`src/rtl/branch_unit_ras.sv`:
```
// Execute-stage branch decision unit with a flag register, a circular return-address
// stack and a post-branch flush window; branch/target are registered (latency 1).
module branch_unit_ras #(
  parameter int PC_W      = 16,
  parameter int DATA_W    = 32,
  parameter int RAS_DEPTH = 8,
  parameter int FLUSH_CYC = 2
) (
  input  logic                           clk,
  input  logic                           rst,
  input  logic                           valid,
  input  logic [3:0]                     opcode,
  input  logic [3:0]                     fncode,
  input  logic [PC_W-1:0]                offset_in,
  input  logic [DATA_W-1:0]              rs_value,
  input  logic [PC_W-1:0]                ret_addr,
  input  logic                           flag_we,
  input  logic                           zflag_in,
  input  logic                           oflag_in,
  input  logic                           cflag_in,
  input  logic                           sflag_in,
  output logic                           branch,
  output logic [PC_W-1:0]                target,
  output logic                           flush,
  output logic [$clog2(RAS_DEPTH+1)-1:0] ras_count,
  output logic                           ras_ovf,
  output logic                           ras_udf
);

  localparam int CNT_W = $clog2(RAS_DEPTH + 1);
  localparam int PTR_W = $clog2(RAS_DEPTH);
  localparam int FCW   = (FLUSH_CYC > 0) ? $clog2(FLUSH_CYC + 1) : 1;

  logic              zflag, oflag, cflag, sflag;
  logic [PC_W-1:0]   ras_mem [RAS_DEPTH];
  logic [PTR_W-1:0]  ras_ptr;
  logic [PTR_W-1:0]  ptr_inc, ptr_top;
  logic [FCW-1:0]    flush_cnt;
  logic              accept, cond_true, ras_full, ras_empty;
  logic              dec_taken, dec_push, dec_pop, dec_udf;
  logic [PC_W-1:0]   dec_target;

  if (DATA_W > PC_W) begin : g_unused
    logic unused_hi;
    assign unused_hi = ^rs_value[DATA_W-1:PC_W];
  end

  assign flush     = (flush_cnt != '0);
  assign accept    = valid && !flush;
  assign ras_full  = (ras_count == CNT_W'(RAS_DEPTH));
  assign ras_empty = (ras_count == '0);

  // ras_ptr is the next write slot; the newest entry sits one below it, wrapping.
  assign ptr_inc = (ras_ptr == PTR_W'(RAS_DEPTH - 1)) ? '0 : ras_ptr + PTR_W'(1);
  assign ptr_top = (ras_ptr == '0) ? PTR_W'(RAS_DEPTH - 1) : ras_ptr - PTR_W'(1);

  always_comb begin
    cond_true = 1'b0;
    case (fncode[2:0])
      3'd0: cond_true = zflag;
      3'd1: cond_true = !zflag;
      3'd2: cond_true = cflag;
      3'd3: cond_true = !cflag;
      3'd4: cond_true = sflag;
      3'd5: cond_true = !sflag;
      3'd6: cond_true = oflag;
      default: cond_true = !oflag;
    endcase
  end

  always_comb begin
    dec_taken  = 1'b0;
    dec_target = '0;
    dec_push   = 1'b0;
    dec_pop    = 1'b0;
    dec_udf    = 1'b0;
    case ({opcode, fncode})
      8'h60: begin
        dec_taken  = 1'b1;
        dec_target = offset_in;
      end
      8'h61: begin
        dec_taken  = 1'b1;
        dec_target = rs_value[PC_W-1:0];
      end
      8'h70, 8'h71, 8'h72, 8'h73, 8'h74, 8'h75, 8'h76, 8'h77: begin
        dec_taken  = cond_true;
        dec_target = offset_in;
      end
      8'h80: begin
        dec_taken  = 1'b1;
        dec_target = offset_in;
        dec_push   = 1'b1;
      end
      8'h81: begin
        dec_taken = 1'b1;
        if (!ras_empty) begin
          dec_target = ras_mem[ptr_top];
          dec_pop    = 1'b1;
        end else begin
          dec_target = rs_value[PC_W-1:0];
          dec_udf    = 1'b1;
        end
      end
      default: dec_taken = 1'b0;
    endcase
  end

  // Conditions above read the pre-update flags, so a same-cycle flag_we has no effect on them.
  always_ff @(posedge clk or negedge rst) begin
    if (!rst) begin
      zflag     <= 1'b0;
      oflag     <= 1'b0;
      cflag     <= 1'b0;
      sflag     <= 1'b0;
      branch    <= 1'b0;
      target    <= '0;
      ras_ptr   <= '0;
      ras_count <= '0;
      ras_ovf   <= 1'b0;
      ras_udf   <= 1'b0;
      flush_cnt <= '0;
    end else begin
      if (flag_we) begin
        zflag <= zflag_in;
        oflag <= oflag_in;
        cflag <= cflag_in;
        sflag <= sflag_in;
      end
      branch <= accept && dec_taken;
      target <= (accept && dec_taken) ? dec_target : '0;
      if (accept && dec_push) begin
        ras_ptr <= ptr_inc;
        if (ras_full) ras_ovf <= 1'b1;
        else          ras_count <= ras_count + CNT_W'(1);
      end
      if (accept && dec_pop) begin
        ras_ptr   <= ptr_top;
        ras_count <= ras_count - CNT_W'(1);
      end
      if (accept && dec_udf) ras_udf <= 1'b1;
      if (accept && dec_taken)  flush_cnt <= FCW'(FLUSH_CYC);
      else if (flush_cnt != '0) flush_cnt <= flush_cnt - FCW'(1);
    end
  end

  // Stack storage needs no reset; a full push simply overwrites the oldest slot.
  always_ff @(posedge clk) begin
    if (accept && dec_push) ras_mem[ras_ptr] <= ret_addr;
  end

endmodule

```
`config.mk`:
```
export PLATFORM = sky130hd
export DESIGN_NAME = branch_unit_ras
export DESIGN_NICKNAME = d
export VERILOG_FILES = /design/src/rtl/branch_unit_ras.sv
export SDC_FILE = /design/constraint.sdc
export NUM_CORES = 1
export LEC_CHECK = 0
export CORE_UTILIZATION = 50
export DETAILED_ROUTE_END_ITERATION = 6
export PLACE_DENSITY = 0.77
export RECOVER_POWER = 25
export SLEW_MARGIN = 20
export SYNTH_ARGS = -nofsm -noshare
export SYNTH_HDL_FRONTEND = slang
export SYNTH_SLANG_ARGS = --single-unit
```
`constraint.sdc`:
```
create_clock -name clk -period 6.3 [get_ports clk]
set_input_delay 0.945 -clock clk [delete_from_list [all_inputs] [get_ports clk]]
set_output_delay 0.945 -clock clk [all_outputs]
set_load 0.02 [all_outputs]
```
---- After elaboration in Yosys (flattened, before gate mapping) ----
Memories as Yosys holds them, arrays and structs flattened.
Cells that the tools add are included.
operators by class
  shift-type cells ........................ 0
  mux-type cells .......................... 21
  bitwise logic cells ..................... 0
  multipliers ............................. 0
  reductions and logical operators ........ 21
  magnitude comparators ................... 0
  eq/ne operators ......................... 21
  $add $sub $neg .......................... 5
  div/mod/pow operators ................... 0
operator list
  kind                                                                 count
  8-bit by 7-bit == test with 1-bit output (second input constant)     10
  16-bit one-hot mux with 3 select lines                               1
  16-bit 2-to-1 mux                                                    2
  8-bit == test (second input constant)                                2
  3-bit == test (second input constant)                                4
  3-bit 2-to-1 mux                                                     4
  4-bit 2-to-1 mux                                                     3
  10-bit OR reduction                                                  1
  8-bit OR reduction                                                   1
  1-bit 2-to-1 mux                                                     7
  1-bit one-hot mux with 7 select lines                                1
  3-bit by 2-bit == test with 1-bit output (second input constant)     2
  3-bit zero test                                                      2
  2-bit nonzero test                                                   3
  1-bit logical AND                                                    5
  1-bit zero test                                                      5
  4-bit by 1-bit adder with 4-bit output (second input constant)       1
  4-bit == test (second input constant)                                1
  4-bit zero test                                                      1
  2-bit 2-to-1 mux                                                     2
  2-bit AND reduction                                                  2
  4-bit OR reduction                                                   1
  4-bit by 1-bit subtractor with 4-bit output (second input constant)  1
  3-bit by 1-bit adder with 3-bit output (second input constant)       1
  other kinds (5)                                                      5
storage, ports and cells
  memories ................................ 1
  bits of input ports ..................... 80
  memory bits (read-only) ................. 0
  logic and storage cells ................. 80
  output and inout bits ................... 24
  latch bits .............................. 0
  RAM bits ................................ 128
  bits in registers ....................... 32
memories
  name     depth  bits a word  rd ports  clocked after Yosys merged registers in  write ports  RTL line  RTL
  ras_mem  8      16           1         0                                        1            35        logic [PC_W-1:0] ras_mem [RAS_DEPTH];

---- Longest topological paths before layout ----
Gate-level depths: netlist of run 1.
  depth after elaboration ................. 6
  depth in mapped cells ................... 12
  gate-level depth less buffers ........... 12

---- Worst setup path after synthesis of run 1 ----
Ideal clock, no wire load.
  path kind ............................... in2reg
  start ................................... input port fncode[3]
  end ..................................... memory ras_mem[2][0], enable pin
  library setup time ...................... 409 ps
  path buffers ............................ 0
  data required time ...................... 5891 ps
  cell stages on the path ................. 5
  setup slack ............................. 2777 ps
  data arrival time ....................... 3113 ps
  cell sequence ........................... nor4_4 nand3_1 nor2_4 nand2_1 nor3_1
between the ends
  word-level cells in the longest chain between the ends .. 5
RTL lines
  what                                    RTL line  RTL
  from (decl)                             13        input logic [3:0] fncode,
  8-bit == test                           77        case ({opcode, fncode})
  1-bit 2-to-1 mux                        77
  1-bit logical AND                       149       if (accept && dec_push) ras_mem[ras_ptr] <= ret_addr;
  1-bit 2-to-1 mux                        149
  1-bit 2-to-1 mux (implied by the code)  149
  to (decl)                               35
No other way between the ends.

---- Worst setup path after layout of run 1 ----
  start ................................... input port fncode[3]
  end ..................................... memory ras_mem[1][14], enable pin
Same word-level chain as after synthesis.

==> results of run 1 <==
## layout by cell type, fill, tap and decap left out, drive strengths merged, types with 2 or more instances in the layout
cell type      instances
bufinv                 3
dfrtp                 32
a211o                 17
a21oi                 18
mux2i                  2
edfxtp               128
xor2                   2
nand3                 33
nor3                   5
o21a                  17
nor2                  10
clkinvlp               3
a21o                   3
clkbuf                19
nor4                   2
a211oi                 2
nand2b                 3
o21ai                 53
nand4                 19
and3b                  2
nand2                 10
o22ai                  2
inv                   12
a31oi                 16
dlygate4sd3           11
clkinv                 7
ha                     7
nand3b                49
a22oi                 16
mux2                   4
xnor2                  2
buf                   10
clkdlybuf4s50         76
## cell type report
cell class / count / area (µm²) / area share
sequential: 160 / 4644 / 0.5398
multi-input combinational: 311 / 2153 / 0.2503
timing repair buffer: 98 / 949.7 / 0.1104
clock buffer: 18 / 429.2 / 0.04988
tap: 176 / 220.2 / 0.02559
clock inverter: 14 / 166.4 / 0.01934
inverter: 11 / 41.29 / 0.004799
## registers in the layout, summed over array words and instances (netlist names)
register / count
target: 16
ras_udf: 1
ras_count: 4
ras_ovf: 1
cflag: 1
flush_cnt: 2
branch: 1
sflag: 1
ras_mem: 128
oflag: 1
zflag: 1
ras_ptr: 3
## routing by layer
layer	track usage	share of wire
met1	0.3089	0.42
met2	0.3894	0.49
met3	0.04811	0.079
met4	0.08025	0.0075
met5	0	0.00093
## power groups by stage
stage / Clock (W) / Combinational, W / Sequential [W]
CTS: 0.00104 / 0.000187 / 0.00116
finish: 0.00103 / 0.000185 / 0.00116
global route: 0.00108 / 0.000203 / 0.00116
global placement: 0 / 0.000180 / 0.00118
detailed placement: 0 / 0.000186 / 0.00118
floorplan: 0 / 0.000101 / 0.00118
## worst max path at each step
stage	slack [ns]	depth (start not counted)	start	endpoint
final	2.54	7	fncode[3]	ras_mem[1][14]
after global routing	2.39	7	fncode[3]	ras_mem[1][14]
after CTS	2.57	7	fncode[3]	ras_mem[1][8]
after detailed placement	2.20	7	fncode[3]	ras_mem[4][4]
after global placement	2.28	7	fncode[3]	ras_mem[1][11]
after floorplan	2.78	5	fncode[3]	ras_mem[2][0]
## through the flow
step,utilization,instances,setup WS [ns],cell area [µm²]
CTS,0.6399,788,2.566,8608
floorplan,-,521,2.777,7008
global route,0.6396,788,2.387,8605
global placement,0.5956,756,2.276,8013
finish,0.6396,788,2.543,8605
detailed placement,0.5956,756,2.198,8013
## cell usage after synthesis (2+ instances only)
library cell | number | share of area
edfxtp_1 | 128 | 0.55
o21ai_0 | 51 | 0.036
nand3b_1 | 49 | 0.052
nand3_1 | 33 | 0.024
dfrtp_1 | 32 | 0.11
clkbuf_1 | 19 | 0.010
a21oi_1 | 18 | 0.013
a211o_1 | 17 | 0.021
nand4_1 | 17 | 0.015
o21a_1 | 17 | 0.018
a22oi_1 | 16 | 0.017
a31oi_1 | 16 | 0.014
buf_2 | 10 | 0.0071
nand2_1 | 10 | 0.0054
inv_1 | 9 | 0.0048
nor2_1 | 8 | 0.0043
ha_1 | 7 | 0.012
nor3_1 | 5 | 0.0036
buf_1 | 4 | 0.0021
buf_6 | 4 | 0.0064
mux2_2 | 4 | 0.0064
a21o_1 | 3 | 0.0032
a211oi_1 | 2 | 0.0021
and3b_1 | 2 | 0.0025
buf_4 | 2 | 0.0021
inv_2 | 2 | 0.0011
mux2i_1 | 2 | 0.0029
nand2b_1 | 2 | 0.0018
o21ai_2 | 2 | 0.0025
o22ai_1 | 2 | 0.0018
xnor2_1 | 2 | 0.0025
xor2_1 | 2 | 0.0025
## critical path: cells and delay by family
kind,cells,cell delay (ns)
buffers and inverters,2,0.83
AND/OR/NAND/NOR,5,2.10
## cell families after synthesis
logic type | Yosys count | share of synthesized area
AOI/OAI and AO/OA | 152 | 0.1398
xor gates and xnor gates | 4 | 0.005000
adders and majority gates | 8 | 0.01535
buffers and inverters | 50 | 0.03392
DFF | 160 | 0.6627
muxes | 7 | 0.01250
and+or+nand+nor | 140 | 0.1307
==> reports/metrics.csv, run 1 <==
metric,value,unit
synth-seq-cells,160,
cts_max_path_buffers,2,
synth_nets,609,
finalHoldViolCount,0,
reg2reg_slack,2.69,ns
seqPwrFrac,0.490,
skew,0.006631,ns
antenna_found_initial,1,
fmax,266.2,MHz
sw_frac_of_total,0.2176,
path_class,in2reg,
ctsResizeCount,0,
drt_iter0_markers,526,
dieArea,0.01449,mm²
p_leak,2.892,nW
finalSetupViolCount,0,
wire_per_inst,20.57,µm
viasPerCell,6.070,
slowest_delay,0.77,ns
n_fill_cell,1006,
port-buffer-count,87,
dr.pass1.iters,5,
synth_cell_types,56,
fin_crit,3.757,ns
netlist_area,0.007008,mm²
row_count,42,
grt_max_degree,70,
synth_warnings,0,
die_w,120.4,µm
power,0.002372,W
antenna_left,0,
reg2reg_from,ras_ptr[0],
cts_setup_buffers,0,
grt_pass1_vias,4674,
critPathCaptureType,register,
timing.hold.ws,0.4709,ns
htreeDepth,4,
critPathLaunchType,input pin,
routed_wl,16210,µm
rr_worst_depth,9,
hold_path.class,reg2reg,
initial_utilization,0.5209,
pin_count,104,
gp_congestion,0.8099,
ctsRootBufferMaster,clkbuf_16,
r2r_end,target[14],
tns,0,ns
pwr-share-clk,0.432,
worstMarginPinSlew,1.688,ns
max-cap-violations,1,
cts_sinks,160,
hold_depth,1,
worstPathArrival,3.88,ns
drv_slew,33,
vias,4783,
antenna_cells,0,
core,0.01345,mm²
ys_async_sr_fraction,0.2000,
path_max_fanout,9,
fin_nets,687,
drive_above_1_share,0.1013,
path_cells,clkdlybuf4s50_1 -> nor4_4 -> nand3_1 -> nor2_4 -> nand2_1 -> nor2_1 -> buf_4,
area_delta_synth_final,22.78,%
violations,"max-capacitance violations, max-slew violations",
synthCells,521,
die_h,120.4,µm
worstPathRequired,6.43,ns
ys_seq_area_frac,0.6627,
dpl.hpwl,9824,µm
grt_usage,0.2348,
rsz0062_at_grt,false,
cts.clk_slew.worst_paths,0.06,ns
status,"finished, violations left",
hold_start,ras_ovf,
synth-edff-count,128,
p_int,0.001856,W
fin_crit_sh,0.5963,
holdPathEnd,ras_ovf,
cts_tree,yes,
clock_latency,0.43,ns
grt_pass1_wl,25210,µm
synth_ff_type,edfxtp_1,
crit_path_top_delay_cell,nor2_1,
cts_buffers,17,
gr-total-overflow,0,
drc,0,
hold_buffers,0,
powerDensity,275.7,mW/mm²
p_switching,0.0005162,W
syn_area_per_cell,13.45,µm²
slew_headroom,-0.1255,
pwr-share-comb,0.078,
irDropWorstVdd,0.1665,mV
No activity file was read; power rests on OpenSTA's default activity.
==> run 2, diff against run 1 <==
--- a/config.mk
+++ b/config.mk
@@ -5,9 +5,9 @@
 export SDC_FILE = /design/constraint.sdc
 export NUM_CORES = 1
 export LEC_CHECK = 0
-export CORE_UTILIZATION = 50
+export CORE_UTILIZATION = 49
 export DETAILED_ROUTE_END_ITERATION = 6
-export PLACE_DENSITY = 0.77
+export PLACE_DENSITY = 0.78
 export RECOVER_POWER = 25
 export SLEW_MARGIN = 20
 export SYNTH_ARGS = -nofsm -noshare
==> constraint.sdc (replaced) <==
create_clock -name clk -period 3.4 [get_ports clk]
set_input_delay 0.51 -clock clk [delete_from_list [all_inputs] [get_ports clk]]
set_output_delay 0.51 -clock clk [all_outputs]
set_load 0.02 [all_outputs]
==> reports/metrics.csv, run 2 (synthesis gave the netlist of run 1 again) <==
metric,value,unit
status,"finished, violations left",
violations,"max-capacitance violations, max-slew violations",
mostFrequentLayoutCells,"128 x edfxtp_1, 79 x clkdlybuf4s50_1, 51 x o21ai_0",
grt.met1_usage,0.3047,
ctsResizeCount,0,
path_max_fanout,112,
drc,0,
cts.clk_slew.worst_paths,0.06,ns
tns,0,ns
grt_usage,0.2293,
grt_pass1_wl,24850,µm
cts_max_path_buffers,2,
routed_wl,16260,µm
slowest_delay,0.66,ns
viasPerCell,6.042,
timing.hold.ws,0.4733,ns
path_class,reg2reg,
area_delta_synth_final,23.57,%
pwr-share-clk,0.415,
path_cells,inv_2 -> ha_1 -> nor2b_4 -> buf_4 -> o21ai_0 -> a31oi_1 -> nand4_1 -> a21oi_1,
rsz0062_at_grt,false,
worstPathArrival,3.34,ns
wire_per_inst,20.18,µm
antenna_found_initial,0,
fmax,333.9,MHz
p_int,0.003357,W
gp_congestion,0.8313,
ctsRootBufferMaster,clkbuf_16,
die_h,121.6,µm
crit_path_top_delay_cell,buf_4,
port-buffer-count,87,
irDropWorstVdd,0.3308,mV
pin_count,104,
worstMarginPinSlew,1.647,ns
gr-total-overflow,0,
cts_sinks,160,
largest_reg_flops,128,
globalRouteMet3Util,0.05946,
row_count,43,
grt_max_degree,113,
top_register,ras_mem,
cts_tree,yes,
fin_nets,701,
cts_buffers,17,
p_leak,2.914,nW
fin_crit,2.995,ns
dpl.hpwl,9967,µm
seq_area,0.004644,mm²
pwr-share-comb,0.084,
cts_setup_buffers,0,
powerDensity,496.5,mW/mm²
grt_busiest_layer,met2,
hold_path.class,reg2reg,
critPathLaunchType,register,
hold_buffers,0,
grt_pass1_vias,4716,
antenna_left,0,
clock_latency,0.43,ns
p_switching,0.0009422,W
worstPathRequired,3.74,ns
htreeDepth,4,
antenna_cells,0,
die_w,121.6,µm
n_fill_cell,1029,
drv_slew,33,
vias,4870,
slew_headroom,-0.09821,
finalSetupViolCount,0,
seqPwrFrac,0.501,
multi_input_area,0.002141,mm²
final_common_cell,edfxtp_1,
drt_iter0_markers,588,
dieArea,0.01478,mm²
finalHoldViolCount,0,
critPathCaptureType,register,
dr.pass1.iters,6,
reg_top3,"ras_mem: 128 flops, target: 16 flops, ras_count: 4 flops",
fin_crit_sh,0.8810,
max-cap-violations,1,
drive_above_1_share,0.1118,
initial_utilization,0.5029,
use_met2,0.3700,
skew,0.004229,ns
core,0.01393,mm²
sw_frac_of_total,0.2192,
==> run 2: worst max-delay path, delay by kind of cell, from the launching register on <==
family	cells	cell delay, ns
and+or+nand+nor	2	0.42
buffers and inverters	2	1.06
adders and majority gates	1	0.34
AOI/OAI and AO/OA	3	0.64
DFF	1	0.39
==> run 2: per-stage QoR <==
| stage | setup WS (ns) | std cells | cell area, µm² | util | power, W |
|---|---|---|---|---|---|
| floorplan | 0.3124 | 521 | 7008 | - | 0.002379 |
| global placement | 0.5223 | 774 | 8110 | 0.5820 | 0.002534 |
| detailed placement | 0.4857 | 774 | 8110 | 0.5820 | 0.002549 |
| CTS | 0.4647 | 806 | 8663 | 0.6217 | 0.004313 |
| global route | 0.1710 | 806 | 8660 | 0.6214 | 0.004430 |
| finish | 0.4048 | 806 | 8660 | 0.6214 | 0.004299 |
==> run 2: cell type report <==
type / count / share of cell area
multi-input cells: 311 / 0.2472
inverters: 11 / 0.004768
repair buffers: 112 / 0.1218
flip-flops and latches: 160 / 0.5363
clock buffers: 18 / 0.04956
clock inverters: 14 / 0.01430
well taps: 180 / 0.02601
==> run 2: worst paths after layout <==
check,endpoint,start,slack [ns],depth (start not counted)
hold / removal,ras_ovf,ras_ovf,0.47,1
hold reg to reg,ras_ovf,ras_ovf,0.47,1
min in group asynchronous,target[3],rst,1.03,2
max in group asynchronous,flush_cnt[0],rst,1.41,2
setup / recovery,target[14],ras_ptr[0],0.40,8
setup reg to reg,target[14],ras_ptr[0],0.40,8
==> run 2: per-layer routing <==
metal	share of wire	vias to the layer above
li1	-	2224
met1	0.40	2349
met2	0.48	276
met3	0.11	21
met4	0.012	0
met5	0	-
==> run 2: power groups by stage <==
stage	registers, W	logic [W]	clock network (W)
2_1_floorplan	0.00219	0.000188	0
4_1_cts	0.00215	0.000364	0.00180
3_3_place_gp	0.00219	0.000343	0
5_1_grt	0.00215	0.000393	0.00188
6_report	0.00215	0.000361	0.00179
3_5_place_dp	0.00219	0.000357	0
==> run 3, diff against run 2 <==
--- a/config.mk
+++ b/config.mk
@@ -5,6 +5,8 @@
 export SDC_FILE = /design/constraint.sdc
 export NUM_CORES = 1
 export LEC_CHECK = 0
+export ABC_CLOCK_PERIOD_IN_PS = 3400
+export CAP_MARGIN = 5
 export CORE_UTILIZATION = 49
 export DETAILED_ROUTE_END_ITERATION = 6
 export PLACE_DENSITY = 0.78
==> results of run 3 <==
Same layout as run 2: the final DEF is identical, and so are final timing and power.
